==> src/rtl/fq_sched_pkg.sv <==
// Shared types and helpers for the fetch-queue scheduler.
package fq_sched_pkg;
  localparam int SLOTS = 6;

  typedef logic [2:0]       slot_idx_t;
  typedef logic [SLOTS-1:0] slot_mask_t;

  function automatic int min3(input int a, input int b, input int c);
    int m;
    m = (a < b) ? a : b;
    return (m < c) ? m : c;
  endfunction
endpackage

==> src/rtl/fq_slot_pick.sv <==
// Combinational slot picker: takes up to lim pending slots in ascending order,
// stopping after the first slot that redirects fetch.
module fq_slot_pick
  import fq_sched_pkg::*;
#(
  parameter int WAYS = 2
) (
  input  logic [SLOTS-1:0]  pat,
  input  logic [SLOTS-1:0]  stop,
  input  logic [2:0]        lim,
  output logic [2:0]        k,
  output logic [3*WAYS-1:0] qslot,
  output logic [SLOTS-1:0]  taken,
  output logic              all_taken,
  output logic              hit_stop
);

  logic [2:0]        cnt;
  logic              stopped;
  logic [3*WAYS-1:0] qslot_next;
  logic [SLOTS-1:0]  taken_next;

  always_comb begin
    cnt        = '0;
    stopped    = 1'b0;
    qslot_next = '0;
    taken_next = '0;
    for (int s = 0; s < SLOTS; s++) begin
      if (pat[s] && !stopped && (cnt < lim)) begin
        for (int w = 0; w < WAYS; w++) begin
          if (cnt == 3'(w)) qslot_next[w*3 +: 3] = slot_idx_t'(s);
        end
        taken_next[s] = 1'b1;
        cnt           = cnt + 3'd1;
        if (stop[s]) stopped = 1'b1;
      end
    end
  end

  assign k         = cnt;
  assign qslot     = qslot_next;
  assign taken     = taken_next;
  assign all_taken = (taken_next == pat);
  assign hit_stop  = |(taken_next & stop);

endmodule

==> src/rtl/fetch_queue_sched.sv <==
// Fetch-bundle to instruction-queue scheduler: slot tracking, tail pointer, free count.
// Optional SCHED_PERF_EN builds stall/enqueue counters; otherwise those ports read 0.
module fetch_queue_sched
  import fq_sched_pkg::*;
#(
  parameter int WAYS     = 2,
  parameter int QENTRIES = 16
) (
  input  logic                              clk,
  input  logic                              rst,
  input  logic                              branchmiss,
  input  logic                              phit,
  input  logic [SLOTS-1:0]                  ip_mask,
  input  logic [SLOTS-1:0]                  slot_jc,
  input  logic [SLOTS-1:0]                  take_branch,
  input  logic                              debug_on,
  input  logic [2:0]                        commit_cnt,
  output logic [SLOTS-1:0]                  slotv,
  output logic [WAYS-1:0]                   qv,
  output logic [3*WAYS-1:0]                 qslot,
  output logic [WAYS*$clog2(QENTRIES)-1:0]  qtail,
  output logic [$clog2(QENTRIES):0]         free_cnt,
  output logic                              bundle_done,
  output logic [31:0]                       perf_stall,
  output logic [31:0]                       perf_enq
);

  localparam int QW = $clog2(QENTRIES);
  localparam int FW = QW + 1;

  typedef logic [QW-1:0] qidx_t;

  slot_mask_t    slotv_reg, slotv_next;
  qidx_t         tail_reg, tail_next;
  logic [FW-1:0] free_cnt_reg, free_cnt_next;
  logic [FW:0]   free_sum;

  slot_mask_t        pat;
  logic [2:0]        lim;
  logic [2:0]        k_pick, k_eff;
  logic [3*WAYS-1:0] pick_qslot;
  slot_mask_t        taken;
  logic              all_taken, hit_stop;
  logic              enq_ok;

  assign pat = slotv_reg & {SLOTS{phit}} & ip_mask;
  assign lim = 3'(min3(WAYS, int'(free_cnt_reg), debug_on ? 1 : WAYS));

  fq_slot_pick #(.WAYS(WAYS)) u_pick (
    .pat       (pat),
    .stop      (slot_jc | take_branch),
    .lim       (lim),
    .k         (k_pick),
    .qslot     (pick_qslot),
    .taken     (taken),
    .all_taken (all_taken),
    .hit_stop  (hit_stop)
  );

  // A flush (or reset) cancels the whole pick, so nothing is counted as enqueued.
  assign enq_ok      = !rst && !branchmiss;
  assign k_eff       = enq_ok ? k_pick : 3'd0;
  assign bundle_done = enq_ok && phit && ((pat == '0) || all_taken || hit_stop);

  for (genvar gi = 0; gi < WAYS; gi++) begin : g_way
    assign qv[gi]               = enq_ok && (k_pick > 3'(gi));
    assign qslot[gi*3 +: 3]     = qv[gi] ? pick_qslot[gi*3 +: 3] : 3'd0;
    assign qtail[gi*QW +: QW]   = qv[gi] ? qidx_t'(tail_reg + qidx_t'(gi)) : '0;
  end

  always_comb begin
    slotv_next = slotv_reg & ~taken;
    if (branchmiss || bundle_done) slotv_next = '1;
  end

  assign tail_next     = tail_reg + qidx_t'(k_eff);
  assign free_sum      = {1'b0, free_cnt_reg} + (FW+1)'(commit_cnt) - (FW+1)'(k_eff);
  assign free_cnt_next = (free_sum > (FW+1)'(QENTRIES)) ? FW'(QENTRIES) : free_sum[FW-1:0];

  always_ff @(posedge clk) begin
    if (rst) begin
      slotv_reg    <= '1;
      tail_reg     <= '0;
      free_cnt_reg <= FW'(QENTRIES);
    end else begin
      assert (free_sum <= (FW+1)'(QENTRIES));
      slotv_reg    <= slotv_next;
      tail_reg     <= tail_next;
      free_cnt_reg <= free_cnt_next;
    end
  end

  assign slotv    = slotv_reg;
  assign free_cnt = free_cnt_reg;

`ifdef SCHED_PERF_EN
  logic [31:0] perf_stall_reg, perf_enq_reg;

  always_ff @(posedge clk) begin
    if (rst) begin
      perf_stall_reg <= '0;
      perf_enq_reg   <= '0;
    end else begin
      if ((pat != '0) && (k_pick == 3'd0) && !branchmiss) perf_stall_reg <= perf_stall_reg + 32'd1;
      perf_enq_reg <= perf_enq_reg + 32'(k_eff);
    end
  end

  assign perf_stall = perf_stall_reg;
  assign perf_enq   = perf_enq_reg;
`else
  assign perf_stall = '0;
  assign perf_enq   = '0;
`endif

endmodule

==> config.mk <==
export PLATFORM = sky130hd
export DESIGN_NAME = fetch_queue_sched
export DESIGN_NICKNAME = d
export VERILOG_FILES = /design/src/rtl/fq_sched_pkg.sv /design/src/rtl/fq_slot_pick.sv /design/src/rtl/fetch_queue_sched.sv
export SDC_FILE = /design/constraint.sdc
export NUM_CORES = 1
export LEC_CHECK = 0
export BUFFER_PORTS_ARGS = -buffer_cell sky130_fd_sc_hd__buf_4
export CORE_ASPECT_RATIO = 0.75
export CORE_MARGIN = 10
export CORE_UTILIZATION = 51
export CTS_CLUSTER_SIZE = 12
export DETAILED_ROUTE_END_ITERATION = 16
export GPL_TIMING_DRIVEN = 1
export HOLD_SLACK_MARGIN = 0.02
export PLACE_DENSITY = 0.83
export SETUP_SLACK_MARGIN = 0.15
export SLEW_MARGIN = 20
export SYNTH_ARGS = -nofsm -noshare
export SYNTH_HDL_FRONTEND = slang
export SYNTH_SLANG_ARGS = --single-unit
==> constraint.sdc <==
create_clock -name clk -period 12.9 [get_ports clk]
set_input_delay 1.935 -clock clk [delete_from_list [all_inputs] [get_ports clk]]
set_output_delay 1.935 -clock clk [all_outputs]
set_load 0.005 [all_outputs]
==> results of run 1 <==
-- per-stage QoR --
step | power [mW] | cell area, sq um | util [%] | worst slack (ns) | hold slack (ns)
2_1_floorplan | 0.227 | 3280 | - | 1.61 | 0.487
3_3_place_gp | 0.262 | 3270 | 56.4 | 0.635 | 0.501
3_5_place_dp | 0.266 | 3270 | 56.4 | 0.221 | 0.503
4_1_cts | 0.306 | 3310 | 57.2 | 0.204 | 0.523
5_1_grt | 0.341 | 3370 | 58.1 | 0.153 | 0.552
6_report | 0.316 | 3370 | 58.1 | 0.539 | 0.525
-- cells by family (layout without fill, tap and decap cells) --
logic type | count (synthesis) | count (layout) | share of synthesized area [%]
adders and majority gates | 35 | 35 | 15.4
xor gates and xnor gates | 17 | 17 | 5.60
muxes | 3 | 3 | 1.03
buffers and inverters | 108 | 98 | 21.5
other | 2 | 66 | 0.247
and+or+nand+nor | 106 | 106 | 20.0
AOI/OAI and AO/OA | 89 | 89 | 26.2
DFF | 15 | 15 | 9.89
-- critical path, delay by kind of cell --
family	cells	cell delay, ns
mux	3	1.13
compound gates	16	3.85
simple gates	6	1.39
fa+ha+maj	5	1.29
buf+inv	7	0.80
-- synth_stat cells (2+ instances only) --
master	n
or2_2	3
xor2_1	5
a21oi_1	14
conb_1	2
o211ai_2	2
mux2i_1	2
o21a_1	2
and2_1	4
nand2b_1	5
nand3_1	14
fa_1	4
o21bai_1	2
o21ai_1	4
a211o_1	4
dfxtp_1	15
o31ai_1	2
and3_1	7
nor2_1	31
o211ai_1	8
o21ai_2	3
nor2b_1	4
inv_1	37
ha_1	31
xnor2_1	10
nand2_1	16
o22ai_1	2
a21oi_2	3
clkbuf_1	4
a22oi_1	2
a41oi_1	2
o21ai_0	6
a211oi_1	3
buf_4	64
a31o_2	2
nor3_1	5
a21o_1	3
a311oi_1	2
-- what timing repair did --
item                                    CTS  global route
resized for setup                         0             7
endpoints found under the setup margin    0            22
setup buffers                             0             2
-- worst max-delay path by stage --
stage | from | endpoint | slack, ns | cells past startpoint
detailed placement | debug_on | qslot[4] | 0.22 | 38
finish | debug_on | qslot[4] | 0.54 | 37
CTS | debug_on | qslot[4] | 0.20 | 38
floorplan | debug_on | qslot[4] | 1.61 | 33
global placement | debug_on | qslot[4] | 0.63 | 38
global route | debug_on | qslot[1] | 0.15 | 37
-- power by group --
group,internal (mW),switching (mW),leakage [nW]
registers,0.0516,0.00766,0.122
logic,0.0889,0.129,1.46
clock network,0.0214,0.0172,0.0255
total,0.162,0.154,1.60
-- final cells by class --
cell class                 instances  share of cell area [%]
clock buffer                       3                    1.23
clock inverter                     1                   0.149
inverter                          38                    4.24
multi-input combinational        316                    70.1
sequential                        15                    8.92
tap                               78                    2.90
timing repair buffer              56                    12.5
-- per-layer routing --
layer	GRT usage, %	wire, microns	vias to the layer above
met3	3.26	910	20
met2	27.4	3970	167
met5	0	0	-
li1	-	-	1301
met1	22.1	3530	1281
met4	5.14	181	0
==> flow_summary_export.csv, run 1 <==
group,metric,value,unit
floorplan,start_util,52.4,%
clock_tree,tritoncts,"done",
layout,syn_to_final_growth,10.9,%
setup_path,critPathMaxFanout,8,
drt,firstDrtPassIters,5,
floorplan,fp.dieW,109,microns
clock_tree,hold_buffers,0,
floorplan,ios,118,
setup_path,cp_common_cell,"inv_1",
layout,fillers,513,
clock_tree,clk_path_buf_depth,2,
setup_path,crit_path_top_delay_cell,"mux2_2",
floorplan,dieArea,9470,sq um
grt,grt_pass1_wl,13.2,mm
min_path,min_from,"slotv[0]",
setup_path,r2r_start,"free_cnt[3]",
placed_design,dp.final_hpwl,7.14,mm
setup_path,start_kind,"primary input",
setup_path,crit_required,10.97,ns
floorplan,die_h,86.8,microns
layout,final_cell_mix,"conb_1, buf_4, inv_1",
setup_path,arrival,10.43,ns
layout,final_common_cell,"conb_1",
yosys,netlist_area,3040,sq um
flow_run,drv_cap,0,
placed_design,place_congestion,0.942,
sta,grt_setup_unrepaired,"no",
layout,largest_register_ffs,6,
setup_path,reg2reg_depth,47,
yosys,synth_seq_cells,15,
yosys,yosysUniqueCellTypes,83,
min_path,hold_path_depth,2,
min_path,whs_endpoint,"slotv[0]",
layout,stdcell_count,507,
drt,wl,8.59,mm
yosys,synth_cells,375,
sta,period_minus_slack,12.36,ns
floorplan,core-area,5800,sq um
drt,vias,2769,
yosys,synth_edf_count,0,
status,status,"complete, no violations",
drt,drc,0,
layout,diodes,0,
sta,clock_skew,0.000577,ns
setup_path,critical_path_class,"in -> out",
yosys,synth.largest_area_cell,"buf_4",
drt,post_drt_wl_per_cell,16.9,microns
clock_tree,worstSkewPairLatency,0.25,ns
setup_path,end_kind,"output port",
yosys,avgSynthCellArea,8.10,sq um
yosys,yosysSeqAreaShare,9.89,%
clock_tree,cts_root_buffer,"clkbuf_8",
sta,tightest_slew,0.619,ns
grt,grt-ovfl-total,0,
setup_path,r2r-end,"free_cnt[0]",
setup_path,cpPeakStageDelay,0.42,ns
pwr,leakage,1.60,nW
sta,maxSlewHeadroom,58.3,%
clock_tree,cts.htree.levels,1,
layout,drive_gt1_share,24.0,%
floorplan,rows,24,
layout,nets,491,
sta,finalSetupTns,0,ns
grt,grt_pass1_vias,2591,
placed_design,place.port_buffers,53,
drt,drtIter0Drc,205,
pwr,ir_drop,0.0000708,V
layout,multi_input_area,2360,sq um
clock_tree,clk_pin_slew_worst_paths,0.06,ns
sta,setup_viol,0,
setup_path,r2r_slack,1.90,ns
drt,via_per_inst,5.46,
yosys,async_flop_share,0,%
grt,grt_start_max_net_pins,15,
yosys,synth_top_area_share,15.8,%
yosys,synth_area_leaders,"buf_4, ha_1, dfxtp_1",
yosys,synth_top_flop_cell,"dfxtp_1",
grt,track_usage,16.9,%
clock_tree,cts_sinks,15,
sta,clock.fmax,0.0809,GHz
sta,slew_violations,0,
yosys,yosysWarnings,0,
sta,min_period_over_period,95.8,%
sta,hold_viol,0,
clock_tree,cts_made_buffers,3,
pwr,cellPowerDensity,93.8,nW/um^2
grt,antenna_found_initial,0,
drt,ant_nets,0,
placed_design,place_inst,501,
min_path,hold_class,"reg -> reg",
layout,register_area,300,sq um
(Power assumes the default switching activity.)
==> run 2, diff against run 1 <==
Settings changed: PLACE_DENSITY 0.83 to not set, PLACE_DENSITY_LB_ADDON set to 0.25.
==> run 2 against run 1 <==
  * Critical path depth grew 1
  * Final cell count grew 0.59%
  * Global-route usage grew 0.49 points
  * Combinational power is essentially flat
  * Clock skew grew 0.0044 ns
  * Die area is the same
  * Critical path type unchanged
  * Largest cell class unchanged
==> flow_summary_export.csv, run 2 (synthesis gave the netlist of run 1 again) <==
group,metric,value,unit
placed_design,dp.final_hpwl,7.43,mm
setup_path,end_kind,"output port",
flow_run,drv_cap,0,
clock_tree,cts.htree.levels,1,
pwr,pwr-share-seq,18.8,%
setup_path,crit_path_top_delay_cell,"mux2_2",
sta,layout_setup_ws,0.743,ns
clock_tree,cts_root_buffer,"clkbuf_8",
floorplan,start_util,52.4,%
pwr,power,0.316,mW
clock_tree,cts_sinks,15,
layout,syn_to_final_growth,11.2,%
sta,tightest_slew,0.587,ns
drt,ant_nets,0,
setup_path,cp-startpoint,"debug_on",
floorplan,die_h,86.8,microns
drt,via_per_inst,5.27,
sta,hold_viol,0,
layout,stdcell_count,510,
layout,final_common_cell,"conb_1",
grt,grt_start_max_net_pins,15,
setup_path,r2r_slack,2.11,ns
setup_path,cp_common_cell,"inv_1",
grt,grt_pass1_vias,2640,
clock_tree,cts_made_buffers,3,
setup_path,cpPeakStageDelay,0.39,ns
floorplan,fp.dieW,109,microns
pwr,p_int,0.163,mW
setup_path,r2r_start,"free_cnt[3]",
clock_tree,clk_pin_slew_worst_paths,0.06,ns
min_path,hold_class,"reg -> reg",
setup_path,cp_top_family,"compound AO/OA/AOI/OAI gates",
sta,maxSlewHeadroom,60.5,%
layout,finalInstanceArea,3380,sq um
grt,track_usage,17.4,%
status,status,"complete, no violations",
setup_path,critPathMaxFanout,8,
setup_path,worst-path-stages,38,
sta,setup_viol,0,
pwr,power_frac_clock,12.1,%
setup_path,endpoint,"qslot[4]",
placed_design,preCtsSetupSlack,0.296,ns
setup_path,reg2reg_depth,48,
setup_path,start_kind,"primary input",
floorplan,core-area,5800,sq um
setup_path,r2r-end,"free_cnt[0]",
setup_path,arrival,10.22,ns
drt,vias,2688,
floorplan,rows,24,
drt,post_drt_wl_per_cell,17.1,microns
grt,grt-ovfl-total,0,
pwr,cellPowerDensity,93.5,nW/um^2
pwr,p_switching,0.153,mW
sta,grt_setup_unrepaired,"no",
drt,wl,8.72,mm
pwr,leakage,1.61,nW
pwr,comb_power_share,69.1,%
grt,antenna_found_initial,0,
clock_tree,hold_buffers,0,
layout,finish.utilization,58.3,%
sta,slew_violations,0,
sta,clock.fmax,0.0823,GHz
placed_design,place.port_buffers,53,
floorplan,ios,118,
setup_path,critical_path_class,"in -> out",
sta,hold_slack,0.518,ns
floorplan,dieArea,9470,sq um
layout,diodes,0,
layout,nets,494,
layout,fillers,560,
sta,period_minus_slack,12.16,ns
drt,drc,0,
setup_path,crit_required,10.97,ns
placed_design,place_congestion,0.950,
clock_tree,clk_path_buf_depth,2,
grt,grt_pass1_wl,13.7,mm
sta,min_period_over_period,94.2,%
pwr,ir_drop,0.0000772,V
drt,drtIter0Drc,160,
layout,largest_register_ffs,6,
clock_tree,worstSkewPairLatency,0.25,ns
sta,finalSetupTns,0,ns
setup_path,worst-path-buf-inv,8,
clock_tree,tritoncts,"done",
layout,final_cell_mix,"conb_1, buf_4, inv_1",
pwr,swShare,48.5,%
placed_design,place_inst,502,
layout,drive_gt1_share,24.5,%
placed_design,placed_area,3280,sq um
sta,clock_skew,0.00494,ns
drt,firstDrtPassIters,5,
-- run 2: layout make-up --
| class | instances | area, sq um | area share, % |
|---|---|---|---|
| Timing Repair Buffer | 59 | 443 | 13.1 |
| Clock buffer | 3 | 41.3 | 1.22 |
| Clock inverter | 1 | 5.00 | 0.148 |
| Multi-Input combinational cell | 316 | 2350 | 69.5 |
| Sequential cell | 15 | 300 | 8.89 |
| Inverter | 38 | 143 | 4.22 |
| Tap cell | 78 | 97.6 | 2.89 |
-- run 2: timing repair --
action | in CTS | in global routing
setup buffers | 0 | 4
gates resized for setup | 0 | 6
setup endpoints to repair | 0 | 22
-- run 2: power by group through the flow --
stage	combinational (mW)	sequential (mW)	clock [mW]
floorplan	0.169	0.0581	0
global placement	0.206	0.0600	0
detailed placement	0.209	0.0602	0
CTS	0.211	0.0592	0.0386
global route	0.241	0.0602	0.0415
finish	0.218	0.0594	0.0382
-- run 2: layer usage --
layer | part of all wire (%) | routed length [microns] | global-route usage (%) | vias to the layer above
met2 | 46 | 4020 | 27.3 | 119
met3 | 8.7 | 758 | 4.74 | 6
met5 | 0 | 0 | 0 | -
met4 | 0.55 | 48 | 2.03 | 0
met1 | 45 | 3900 | 23.7 | 1259
li1 | - | - | - | 1304
-- run 2: worst min-delay path, stage by stage (launching register included) --
cell and delay, ns:
dfxtp_1 0.33, nand2b_1 0.07, nand3_1 0.07
-- run 2: worst min-delay path by stage --
stage                         from  endpoint  cells after the start
after global placement    slotv[4]  slotv[4]                      2
final                     slotv[4]  slotv[4]                      2
after floorplan           slotv[0]  slotv[0]                      2
after detailed placement  slotv[4]  slotv[4]                      2
after CTS                 slotv[4]  slotv[4]                      2
after global routing      slotv[4]  slotv[4]                      2
